==> config.mk <==
export PLATFORM = sky130hd
export DESIGN_NAME = exec_writeback_unit_flat
export DESIGN_NICKNAME = d
export VERILOG_FILES = /design/src/rtl/exec_writeback_unit_if.sv /design/src/rtl/exec_writeback_unit.sv /design/src/flat_wrapper.sv
export SDC_FILE = /design/constraint.sdc
export NUM_CORES = 1
export LEC_CHECK = 0
export CAP_MARGIN = 20
export CORE_MARGIN = 2
export CORE_UTILIZATION = 25
export CTS_BUF_LIST = sky130_fd_sc_hd__clkbuf_4 sky130_fd_sc_hd__clkbuf_8
export CTS_CLUSTER_SIZE = 8
export DETAILED_ROUTE_END_ITERATION = 6
export PLACE_DENSITY = 0.46
export SYNTH_ARGS = -nofsm -noshare
export SYNTH_HDL_FRONTEND = slang
export SYNTH_SLANG_ARGS = --single-unit
==> constraint.sdc <==
create_clock -name clk -period 3.6 [get_ports clk]
set_input_delay 0.72 -clock clk [delete_from_list [all_inputs] [get_ports clk]]
set_output_delay 0.72 -clock clk [all_outputs]
set_load 0.02 [all_outputs]
==> src/rtl/exec_writeback_unit_if.sv <==
// Execute-stage handshake: operand/opcode request from control and RegisterFile,
// writeback pulse and status returned by the execute unit.
interface exec_writeback_unit_if #(
  parameter int unsigned DATA_W = 18,
  parameter int unsigned ADDR_W = 4
);
  logic              start;
  logic [3:0]        opcode;
  logic [ADDR_W-1:0] dest_addr;
  logic [DATA_W-1:0] operand_a;
  logic [DATA_W-1:0] operand_b;
  logic              busy;
  logic              done;
  logic              wb_enable;
  logic [ADDR_W-1:0] wb_addr;
  logic [DATA_W-1:0] wb_data;
  logic              zero_flag;
  logic              carry_flag;
  logic              illegal_op;

  modport master (
    output start, opcode, dest_addr, operand_a, operand_b,
    input  busy, done, wb_enable, wb_addr, wb_data, zero_flag, carry_flag, illegal_op
  );

  modport slave (
    input  start, opcode, dest_addr, operand_a, operand_b,
    output busy, done, wb_enable, wb_addr, wb_data, zero_flag, carry_flag, illegal_op
  );
endinterface

==> src/rtl/exec_writeback_unit.sv <==
// Execute stage: single-cycle ALU ops or 18-cycle shift-add multiply, followed by
// a one-cycle RegisterFile writeback pulse.
module exec_writeback_unit #(
  parameter int unsigned DATA_W = 18,
  parameter int unsigned ADDR_W = 4
) (
  input logic                 clk,
  input logic                 rst,
  exec_writeback_unit_if.slave bus
);
  localparam int unsigned CntW = $clog2(DATA_W);
  localparam logic [CntW-1:0] CntLast = CntW'(DATA_W - 1);

  typedef enum logic [3:0] {
    OpAdd = 4'd0, OpSub = 4'd1, OpAnd = 4'd2, OpOr = 4'd3, OpXor = 4'd4,
    OpNot = 4'd5, OpShl = 4'd6, OpShr = 4'd7, OpPassB = 4'd8, OpMul = 4'd9
  } op_e;

  typedef enum logic [1:0] {StIdle, StExec, StMul, StWb} state_e;

  state_e              state_q, state_d;
  logic [3:0]          op_q, op_d;
  logic [ADDR_W-1:0]   dest_q, dest_d;
  logic [DATA_W-1:0]   a_q, a_d, b_q, b_d;
  logic [CntW-1:0]     cnt_q, cnt_d;
  logic [2*DATA_W-1:0] prod_q, prod_d, mcand_q, mcand_d;
  logic [DATA_W-1:0]   mplier_q, mplier_d;
  logic                busy_q, busy_d, done_q, done_d, wb_en_q, wb_en_d;
  logic                illegal_q, illegal_d, zero_q, zero_d, carry_q, carry_d;
  logic [ADDR_W-1:0]   wb_addr_q, wb_addr_d;
  logic [DATA_W-1:0]   wb_data_q, wb_data_d;

  logic [DATA_W:0]     alu_sum;
  logic [DATA_W-1:0]   alu_res, fin_res;
  logic                alu_carry, fin_carry, fin;

  always_comb begin
    alu_sum   = '0;
    alu_res   = '0;
    alu_carry = 1'b0;
    unique case (op_q)
      OpAdd: begin
        alu_sum   = {1'b0, a_q} + {1'b0, b_q};
        alu_res   = alu_sum[DATA_W-1:0];
        alu_carry = alu_sum[DATA_W];
      end
      OpSub: begin
        // Bit DATA_W of the widened difference is the borrow (a < b).
        alu_sum   = {1'b0, a_q} - {1'b0, b_q};
        alu_res   = alu_sum[DATA_W-1:0];
        alu_carry = alu_sum[DATA_W];
      end
      OpAnd:   alu_res = a_q & b_q;
      OpOr:    alu_res = a_q | b_q;
      OpXor:   alu_res = a_q ^ b_q;
      OpNot:   alu_res = ~a_q;
      OpShl: begin
        alu_res   = {a_q[DATA_W-2:0], 1'b0};
        alu_carry = a_q[DATA_W-1];
      end
      OpShr: begin
        alu_res   = {1'b0, a_q[DATA_W-1:1]};
        alu_carry = a_q[0];
      end
      OpPassB: alu_res = b_q;
      default: ;
    endcase
  end

  always_comb begin
    state_d   = state_q;
    op_d      = op_q;
    dest_d    = dest_q;
    a_d       = a_q;
    b_d       = b_q;
    cnt_d     = cnt_q;
    prod_d    = prod_q;
    mcand_d   = mcand_q;
    mplier_d  = mplier_q;
    busy_d    = busy_q;
    done_d    = 1'b0;
    wb_en_d   = 1'b0;
    illegal_d = 1'b0;
    zero_d    = zero_q;
    carry_d   = carry_q;
    wb_addr_d = wb_addr_q;
    wb_data_d = wb_data_q;
    fin       = 1'b0;
    fin_res   = alu_res;
    fin_carry = alu_carry;

    unique case (state_q)
      StIdle: begin
        if (bus.start) begin
          op_d     = bus.opcode;
          dest_d   = bus.dest_addr;
          a_d      = bus.operand_a;
          b_d      = bus.operand_b;
          busy_d   = 1'b1;
          cnt_d    = '0;
          prod_d   = '0;
          mcand_d  = {{DATA_W{1'b0}}, bus.operand_a};
          mplier_d = bus.operand_b;
          state_d  = (bus.opcode == OpMul) ? StMul : StExec;
        end
      end
      StExec: begin
        fin     = 1'b1;
        state_d = StWb;
      end
      StMul: begin
        prod_d   = prod_q + (mplier_q[0] ? mcand_q : '0);
        mcand_d  = mcand_q << 1;
        mplier_d = mplier_q >> 1;
        cnt_d    = cnt_q + CntW'(1);
        if (cnt_q == CntLast) begin
          fin       = 1'b1;
          fin_res   = prod_d[DATA_W-1:0];
          fin_carry = |prod_d[2*DATA_W-1:DATA_W];
          cnt_d     = '0;
          state_d   = StWb;
        end
      end
      StWb: begin
        busy_d  = 1'b0;
        state_d = StIdle;
      end
      default: state_d = StIdle;
    endcase

    // Outputs are registered on the edge entering WB so they are valid for the WB cycle.
    if (fin) begin
      done_d = 1'b1;
      if (op_q <= OpMul) begin
        wb_en_d   = 1'b1;
        wb_addr_d = dest_q;
        wb_data_d = fin_res;
        zero_d    = (fin_res == '0);
        carry_d   = fin_carry;
      end else begin
        illegal_d = 1'b1;
      end
    end
  end

  always_ff @(posedge clk) begin
    if (rst) begin
      state_q   <= StIdle;
      op_q      <= '0;
      dest_q    <= '0;
      a_q       <= '0;
      b_q       <= '0;
      cnt_q     <= '0;
      prod_q    <= '0;
      mcand_q   <= '0;
      mplier_q  <= '0;
      busy_q    <= 1'b0;
      done_q    <= 1'b0;
      wb_en_q   <= 1'b0;
      illegal_q <= 1'b0;
      zero_q    <= 1'b0;
      carry_q   <= 1'b0;
      wb_addr_q <= '0;
      wb_data_q <= '0;
    end else begin
      state_q   <= state_d;
      op_q      <= op_d;
      dest_q    <= dest_d;
      a_q       <= a_d;
      b_q       <= b_d;
      cnt_q     <= cnt_d;
      prod_q    <= prod_d;
      mcand_q   <= mcand_d;
      mplier_q  <= mplier_d;
      busy_q    <= busy_d;
      done_q    <= done_d;
      wb_en_q   <= wb_en_d;
      illegal_q <= illegal_d;
      zero_q    <= zero_d;
      carry_q   <= carry_d;
      wb_addr_q <= wb_addr_d;
      wb_data_q <= wb_data_d;
    end
  end

  assign bus.busy       = busy_q;
  assign bus.done       = done_q;
  assign bus.wb_enable  = wb_en_q;
  assign bus.wb_addr    = wb_addr_q;
  assign bus.wb_data    = wb_data_q;
  assign bus.zero_flag  = zero_q;
  assign bus.carry_flag = carry_q;
  assign bus.illegal_op = illegal_q;
endmodule

==> src/flat_wrapper.sv <==
// flat-port wrapper written by rule: the top's interface ports become plain ports
module exec_writeback_unit_flat 
#(
  parameter int unsigned DATA_W = 18,
  parameter int unsigned ADDR_W = 4
)
  (clk, rst, bus_start, bus_opcode, bus_dest_addr, bus_operand_a, bus_operand_b, bus_busy, bus_done, bus_wb_enable, bus_wb_addr, bus_wb_data, bus_zero_flag, bus_carry_flag, bus_illegal_op);
  exec_writeback_unit_if #(.DATA_W(DATA_W), .ADDR_W(ADDR_W)) bus_i ();
  input logic clk;
  input logic rst;
  input wire logic [$bits(bus_i.start)-1:0] bus_start;
  input wire logic [$bits(bus_i.opcode)-1:0] bus_opcode;
  input wire logic [$bits(bus_i.dest_addr)-1:0] bus_dest_addr;
  input wire logic [$bits(bus_i.operand_a)-1:0] bus_operand_a;
  input wire logic [$bits(bus_i.operand_b)-1:0] bus_operand_b;
  output wire logic [$bits(bus_i.busy)-1:0] bus_busy;
  output wire logic [$bits(bus_i.done)-1:0] bus_done;
  output wire logic [$bits(bus_i.wb_enable)-1:0] bus_wb_enable;
  output wire logic [$bits(bus_i.wb_addr)-1:0] bus_wb_addr;
  output wire logic [$bits(bus_i.wb_data)-1:0] bus_wb_data;
  output wire logic [$bits(bus_i.zero_flag)-1:0] bus_zero_flag;
  output wire logic [$bits(bus_i.carry_flag)-1:0] bus_carry_flag;
  output wire logic [$bits(bus_i.illegal_op)-1:0] bus_illegal_op;
  assign bus_i.start = bus_start;
  assign bus_i.opcode = bus_opcode;
  assign bus_i.dest_addr = bus_dest_addr;
  assign bus_i.operand_a = bus_operand_a;
  assign bus_i.operand_b = bus_operand_b;
  assign bus_busy = bus_i.busy;
  assign bus_done = bus_i.done;
  assign bus_wb_enable = bus_i.wb_enable;
  assign bus_wb_addr = bus_i.wb_addr;
  assign bus_wb_data = bus_i.wb_data;
  assign bus_zero_flag = bus_i.zero_flag;
  assign bus_carry_flag = bus_i.carry_flag;
  assign bus_illegal_op = bus_i.illegal_op;
  exec_writeback_unit #(.DATA_W(DATA_W), .ADDR_W(ADDR_W)) u_core (.clk(clk), .rst(rst), .bus(bus_i));
endmodule
==> impl_metrics.ini <==
[status]
status = finished with violations
violations = setup timing

[placement]
place.gp.congestion = 0.9313
place_area_um2 = 14900
dp_slack_ps = -221.4
dp_hpwl_um = 36420
io_buffers = 74

[die]
die_h_um = 224.1
ios = 75
rows = 80
core_um2 = 47750
initial_core_util_pct = 25.37
die_area_um2 = 50230
die_x_um = 224.1

[drt]
routed_via_density = 5.159
first_pass_iters = 5
drt-initial-drc-count = 1016
num_vias = 12430
drc_errors = 0
antenna_left = 0
wl_um = 46680
avgRoutedWirePerCell_um = 19.38

[sta]
relSlewSlack_pct = 21.73
skew_ps = 29.51
worstMarginPinSlew_ps = 1171
setup_ws_ps = -15.29
period_minus_slack_ps = 3615
hold_viol = 0
finalCritPeriodShare_pct = 100.4
slew_violations = 0
finalSetupViolCount = 1
maxClockFrequency_ghz = 0.2766
rsz0062_at_grt = yes

[setup_path]
worst-setup-path-type = flip-flop to flip-flop
worstPathMaxFanout = 10
cp.required_ps = 4050
setup.worst_path.end = u_core.bus.carry_flag$_SDFFE_PP0P_
cp_data_arrival_time_ps = 4060
timing.rr.end = u_core.bus.carry_flag$_SDFFE_PP0P_
cp-end-kind = flip-flop
startpoint_type = flip-flop
worstRegToRegCells = 13
r2r_slack_ps = -20
reg2reg_from = u_core.mplier_q[0]$_SDFFE_PP0P_
setup.worst_path.start = u_core.mplier_q[0]$_SDFFE_PP0P_

[clock_tree]
cts.clk_slew.worst_paths_ps = 100
cts-htree-levels = 4
cts_made_buffers = 17
cts_tree = yes
clock_path_buffers = 2
clk_latency_ps = 590
clock-sinks = 169
clockRootBuffer = clkbuf_8

[global_routing]
grt-ovfl-total = 0
grt-busiest-layer = met1
grtUsageMet2_pct = 25.93
antenna_found_initial = 0
grt_usage_pct = 18.74
grt_pass1_wl_um = 71450
grt_use_met3_pct = 4.565
grt_pass1_vias = 11860
grt_max_degree = 60
met1_usage_pct = 27.39

[synthesis]
synthTopCellsByArea = dfxtp_1 28%, ha_1 9.8%, nor2_1 5.8%
async_reset_ff_share_pct = 0
netlist_area_um2 = 12110
synth_commonest_cells = 187 x nor2_1, 169 x dfxtp_1, 163 x nand2_1
synth-edff-count = 0
ys_ff_latch = 169
synth_top_area_share_pct = 27.93
synth_area_leader_cell = dfxtp_1
synth.net_count = 1722
syn_inst = 1577
synth_cell_types = 82
synthFlopType = dfxtp_1
yosysMostFrequentCell = nor2_1
synth_warnings = 0
postSynthAreaPerCell_um2 = 7.682
ys_seq_area_share_pct = 27.93

[pwr]
power.density_nw_per_um2 = 571.9
clkPwrFrac_pct = 15.3
switching_power_mw = 4.165
p_leak_nw = 6.182
internal-power_mw = 4.690
switching_share_pct = 47.03
peakVddDrop_mv = 0.3423
pwr-share-seq_pct = 28.2
combPwrFrac_pct = 56.4

[layout]
diodes = 0
syn_to_final_growth_pct = 27.81
final_area_um2 = 15480
fillers = 5089
multiInputGateArea_um2 = 8279
drive_gt1_share_pct = 18.00
seq_area_um2 = 3392
final_nets = 1926

[worst_hold_path]
min_path_type = flip-flop to flip-flop

[job]
maxCapViolations = 0
## metal layers
layer / vias to the layer above / routed length (um)
met4: 0 / 1377
met3: 60 / 3101
li1: 6128 / -
met2: 379 / 18440
met5: - / 0
met1: 5860 / 23760
## how the worst min path moves through the flow
stage	from	endpoint	slack (ps)	cells after the start
after floorplan	u_core.dest_q[0]$_SDFFE_PP0P_	u_core.bus.wb_addr[0]$_SDFFE_PP0P_	430	2
after global placement	u_core.dest_q[1]$_SDFFE_PP0P_	u_core.bus.wb_addr[1]$_SDFFE_PP0P_	440	2
after detailed placement	u_core.bus.wb_addr[3]$_SDFFE_PP0P_	u_core.bus.wb_addr[3]$_SDFFE_PP0P_	450	2
after CTS	u_core.dest_q[1]$_SDFFE_PP0P_	u_core.bus.wb_addr[1]$_SDFFE_PP0P_	460	2
after global routing	u_core.dest_q[0]$_SDFFE_PP0P_	u_core.dest_q[0]$_SDFFE_PP0P_	480	2
final	u_core.dest_q[1]$_SDFFE_PP0P_	u_core.bus.wb_addr[1]$_SDFFE_PP0P_	460	2
## state kept, by name, summed over array words and instances (netlist names)
register               cells
u_core.prod_q             36
u_core.bus.zero_flag       1
u_core.a_q                18
u_core.mcand_q            36
u_core.b_q                18
u_core.bus.wb_data        18
u_core.bus.wb_addr         4
u_core.bus.illegal_op      1
u_core.state_q             2
u_core.dest_q              4
u_core.op_q                4
u_core.bus.carry_flag      1
u_core.bus.done            1
u_core.mplier_q           18
u_core.bus.wb_enable       1
u_core.bus.busy            1
u_core.cnt_q               5
## placed cells by master, fill, tap and decap left out, drive strengths merged, types with 10 or more instances in the layout
cell / Yosys / layout
nor3: 28 / 28
nand3: 26 / 26
a22oi: 59 / 59
a21o: 22 / 22
nand4: 14 / 14
nand2b: 19 / 19
mux2i: 43 / 43
and2: 53 / 53
a211oi: 57 / 57
buf: 11 / 223
xnor2: 28 / 28
o21ai: 46 / 46
a21oi: 139 / 139
clkbuf: 101 / 19
a221oi: 16 / 16
dfxtp: 169 / 169
inv: 68 / 73
a31oi: 17 / 17
or3: 10 / 10
nor2: 187 / 187
nand2: 163 / 163
ha: 95 / 95
nor2b: 12 / 12
clkdlybuf4s50: 0 / 73
## repair_timing
action | in CTS | in global routing
cloned | 1 | 0
pin swaps | 4 | 15
resized for setup | 16 | 40
hold buffers | 0 | 0
setup buffers | 0 | 6
endpoints found under the setup margin | 4 | 5
## stage by stage
| step | total power, mW | hold slack (ps) | cells | utilization [%] | TNS, ps |
|---|---|---|---|---|---|
| after CTS | 8.825 | 460.0 | 2403 | 32.05 | -49.47 |
| after global placement | 7.365 | 439.2 | 2370 | 31.20 | -301.9 |
| after detailed placement | 7.384 | 449.2 | 2370 | 31.20 | -353.8 |
| after floorplan | 5.336 | 432.1 | 1577 | - | 0 |
| after global routing | 9.505 | 477.4 | 2409 | 32.43 | -339.0 |
| final | 8.855 | 460.0 | 2409 | 32.43 | -15.29 |
## cell families after synthesis
logic type,share of synthesized area [%]
muxes,4.204
and+or+nand+nor,22.26
adders and majority gates,10.31
AOI/OAI and AO/OA,27.17
DFF,27.93
xor gates and xnor gates,2.531
buffers and inverters,5.598
## power by group through the flow
stage          Sequential [mW]  Combinational (mW)  Clock [mW]
2_1_floorplan             2.51                2.82           0
3_3_place_gp              2.53                4.84           0
3_5_place_dp              2.53                4.85           0
4_1_cts                   2.49                4.90        1.43
5_1_grt                   2.54                5.47        1.49
6_report                  2.50                4.99        1.36
## critical path, cell delays in order, from the launching register on
cell	delay, ps
dfxtp_4	390
buf_6	150
and2_1	160
ha_1	310
and3_4	170
and2_4	150
a221o_1	350
o2111ai_4	230
a21oi_2	100
or3_1	340
a2111o_1	430
or4_4	500
nor4_4	150
nor2_1	70
## area by class of cell
cell class / count / share of cell area, %
Clock inverter: 14 / 0.7596
Sequential cell: 169 / 21.91
Tap cell: 615 / 4.970
Inverter: 68 / 1.648
Timing Repair Buffer: 297 / 15.68
Multi-Input combinational cell: 1228 / 53.47
Clock buffer: 18 / 1.560
Power figures use the tool's default switching activity.
